===== src/rtl/serial_subtractor_pkg.sv =====
// serial_subtractor_pkg: shared defaults and FSM encoding for the bit-serial subtractor
package serial_subtractor_pkg;
  localparam int WIDTH_DEF = 8;
  localparam int BWIDTH_DEF = 4;
  localparam int CNT_W_DEF = $clog2(WIDTH_DEF);
  typedef enum logic [1:0] {
    S_IDLE = 2'd0,
    S_RUN  = 2'd1,
    S_DONE = 2'd2
  } state_t;
endpackage


===== src/rtl/serial_subtractor_fulladder.sv =====
// fulladder: single-bit full adder cell shared with the ripple-carry adder
module fulladder (
  input  logic a,
  input  logic b,
  input  logic cin,
  output logic cout,
  output logic sum
);
  assign sum = a ^ b ^ cin;
  assign cout = (a & b) | (cin & (a ^ b));
endmodule


===== src/rtl/serial_subtractor.sv =====
// serial_subtractor: bit-serial A - zext(B) through one full adder, LSB first
module serial_subtractor
  import serial_subtractor_pkg::*;
#(
  parameter int WIDTH = WIDTH_DEF,
  parameter int BWIDTH = BWIDTH_DEF
) (
  input  logic              clk,
  input  logic              rst,
  input  logic              start,
  input  logic [WIDTH-1:0]  A,
  input  logic [BWIDTH-1:0] B,
  output logic [WIDTH-1:0]  D,
  output logic              Bo,
  output logic              busy,
  output logic              done
);
  localparam int CW = $clog2(WIDTH);
  state_t state;
  logic [WIDTH-1:0] ra, rb, rd;
  logic [CW-1:0] cnt;
  logic c, s, co;
  fulladder u_fa (.a(ra[0]), .b(rb[0]), .cin(c), .cout(co), .sum(s));
  assign busy = state == S_RUN;
  assign done = state == S_DONE;
  always_ff @(posedge clk) begin
    if (rst) begin
      state <= S_IDLE;
      ra <= '0;
      rb <= '0;
      rd <= '0;
      cnt <= '0;
      c <= 1'b0;
      D <= '0;
      Bo <= 1'b0;
    end else begin
      case (state)
        S_IDLE: if (start) begin
          ra <= A;
          rb <= ~WIDTH'(B);
          c <= 1'b1;
          cnt <= '0;
          state <= S_RUN;
        end
        S_RUN: begin
          ra <= ra >> 1;
          rb <= rb >> 1;
          rd <= {s, rd[WIDTH-1:1]};
          c <= co;
          cnt <= cnt + CW'(1);
          // final carry out of the two's-complement add means no borrow
          if (cnt == CW'(WIDTH - 1)) begin
            D <= {s, rd[WIDTH-1:1]};
            Bo <= ~co;
            state <= S_DONE;
          end
        end
        default: state <= S_IDLE;
      endcase
    end
  end
endmodule


===== config.mk =====
export PLATFORM = sky130hd
export DESIGN_NAME = serial_subtractor
export DESIGN_NICKNAME = d
export VERILOG_FILES = /design/src/rtl/serial_subtractor_pkg.sv /design/src/rtl/serial_subtractor_fulladder.sv /design/src/rtl/serial_subtractor.sv
export SDC_FILE = /design/constraint.sdc
export NUM_CORES = 1
export LEC_CHECK = 0
export ABC_AREA = 1
export BUFFER_PORTS_ARGS = -buffer_cell sky130_fd_sc_hd__buf_2
export CORE_ASPECT_RATIO = 0.7
export CORE_UTILIZATION = 45
export CTS_CLUSTER_DIAMETER = 100
export DETAILED_ROUTE_END_ITERATION = 16
export HOLD_SLACK_MARGIN = 0.15
export PLACE_DENSITY = 0.66
export SKIP_LAST_GASP = 1
export SLEW_MARGIN = 20
export SYNTH_ARGS = -nofsm -noshare
export SYNTH_HDL_FRONTEND = slang
export SYNTH_SLANG_ARGS = --single-unit
export TNS_END_PERCENT = 50

===== constraint.sdc =====
create_clock -name clk -period 1.4 [get_ports clk]
set_input_delay 0.07 -clock clk [delete_from_list [all_inputs] [get_ports clk]]
set_output_delay 0.07 -clock clk [all_outputs]
set_load 0.02 [all_outputs]

==> reports/qor.yml <==
grt_pass1_wl_um: 5730
cts_buffers: 5
synth-simple-area-share: 0.345
cp_slowest_stage_delay_ps: 400
power.share.combinational: 0.124
grt_max_degree: 33
nNetsFinal: 301
synth.distinct_cells: 18
status: "complete, no violations"
synth_edf_count: 0
grt_overflow: 0
p_clk_frac: 0.430
rsz0062_at_grt: "false"
cts_tree: "done"
gp_congestion: 0.773
core_area_um2: 3320
cp-end-kind: "output pin"
slew_headroom: 0.836
fin_tns_setup_ps: 0
finClkSkew_ps: 8.76
final_max_slew_viol_count: 0
start_util: 0.497
ys_ff_latch: 38
drt_first_iter_violations: 68
crit_slowest_cell: "dfxtp_1"
synth_top_area_share: 0.462
synth.avg_cell_area_um2: 6.75
setup_violations: 0
crit_path_max_fanout: 13
clk_pin_slew_ps: 80
powerDensity_nw_per_um2: 1260
yosys.area.top_type: "dfxtp_1"
period_minus_slack_ps: 1320
vdd_drop_max_mv: 0.662
port_buffers: 25
drive_gt1_frac: 0.158
cts.sink_count: 38
clock_path_buffers: 2
synth-async-reset-ratio: 0
power.leakage_nw: 1.10
synth_area_um2: 1650
synth.area.mux_share: 0
n_fill_cell: 323
fp-row-count: 17
syn_to_final_growth_pct: 28.9
synth_fa_ha_area_frac: 0.0273
crit_family: "buffers and inverters"
vias_per_cell: 4.48
pre_cts_ws_ps: 133
syn_nets: 262
die_y_um: 52.6
maxCapViolCount: 0
drtAntennaViolNets: 0
switching_share: 0.229
ios: 26
drc: 0
antenna_found_initial: 0
synth-xor-area-share: 0
startpoint_type: "register"
pwr-share-seq: 0.446
hold_class: "primary input to register"
wl_um: 3400
power.switching_w: 0.000611
synthTopCellsByCount: "73 x nand2_1, 48 x nor2_1, 38 x dfxtp_1, 27 x inv_1, 17 x nand3_1"
dpl.hpwl_um: 2060
grt_pass1_vias: 1243
num_vias: 1483
firstDrtPassIters: 4
synth_cells: 244
grt_util_all_layers: 0.200
fmax_ghz: 0.760
crit_type: "register to output pin"
die-area_um2: 3910
postLayoutCoreUtil: 0.640
final_hold_viol_count: 0
path_cells: "inv_2, nor2_4, buf_4, buf_2"
fin_crit_sh: 0.940
setup_slack_ps: 84.6
synth_compound_area_frac: 0.0638
power.internal_w: 0.00206
wl_per_cell_um: 10.3
h-tree-depth: 2
post-synth-top-count-cell: "nand2_1"
synth_area_leaders: "dfxtp_1 46%, nand2_1 17%, nor2_1 11%"
ys.flop_type: "dfxtp_1"
die_w_um: 74.3
required_ps: 1330
tightest_slew_ps: 246
ys_seq_area_frac: 0.462
critical_path_arrival_ps: 1250
yosysWarnings: 0
n_antenna_cell: 0
synth_top_family_by_area: "simple AND/OR/NAND/NOR gates"
clock_latency_ps: 290
cp_num_buf_inv: 3
clock_tree.root_cell: "clkbuf_8"
placed cells by master, fill, tap and decap left out, types with 4 or more instances in the layout:
cell and instances:
nand2_1 73, inv_1 27, dlygate4sd3_1 13, dfxtp_1 38, o21ai_0 11, buf_4 4, clkbuf_8 6, nand3_1 17
buf_2 25, nor2_1 48, a21oi_1 9
logic make-up (layout without fill, tap and decap cells):
logic type / Yosys count / count (layout)
fa+ha+maj: 3 / 3
simple gates: 141 / 141
buf+inv: 41 / 81
flops: 38 / 38
compound gates: 21 / 21
stage by stage:
stage                     cell area (µm²)  cells  total power (W)  hold slack (ps)
after CTS                            2120    331          0.00269              154
final                                2120    331          0.00267              169
after global placement               1850    310          0.00151              363
after floorplan                      1650    244          0.00142              139
after detailed placement             1850    310          0.00151              363
after global routing                 2120    331          0.00280              205
power by group through the flow:
stage / combinational (W) / clock (W) / sequential, W
after floorplan: 0.000213 / 0 / 0.00120
after global placement: 0.000301 / 0 / 0.00121
final: 0.000330 / 0.00115 / 0.00119
after CTS: 0.000331 / 0.00117 / 0.00119
after detailed placement: 0.000301 / 0 / 0.00121
after global routing: 0.000379 / 0.00122 / 0.00120
final timing paths:
path                         startpoint                 end  slack (ps)  cells after the start
hold reg to reg      rb[6]$_SDFFE_PP0P_  rb[6]$_SDFFE_PP0P_         450                      2
setup / recovery  state[0]$_SDFFE_PP0P_                busy          80                      4
hold / removal                     B[1]  rb[1]$_SDFFE_PP0P_         170                      6
setup reg to reg  state[1]$_SDFFE_PP0P_  rb[1]$_SDFFE_PP0P_         160                      7
state kept, by name, summed over array words and instances, names as in the netlist:
signal  count
Bo          1
D           8
c           1
cnt         3
ra          8
rb          8
rd          7
state       2
layout make-up:
type                            count  area, µm²  share of cell area
Multi-Input combinational cell    165        727               0.342
Clock inverter                      2       60.1              0.0283
Clock buffer                        6       82.6              0.0389
Inverter                           29        109              0.0513
Tap cell                           47       58.8              0.0277
Timing Repair Buffer               44        325               0.153
Sequential cell                    38        761               0.358
tightest hold or removal path: cells and delay by family:
family	cells	cell delay [ps]
and+or+nand+nor	4	230
buffers and inverters	2	110
routing by layer:
metal  global-route usage  share of wire
met5                    0              0
met2                0.291           0.42
met1                0.277           0.54
met3               0.0596          0.037
met4               0.0755         0.0041
repair_timing:
item	in CTS	in global routing
resized for setup	0	1
hold buffers	13	0
setup endpoints to repair	0	2
buffers inserted	0	0
hold endpoints to repair	16	0
(Power assumes the default switching activity.)
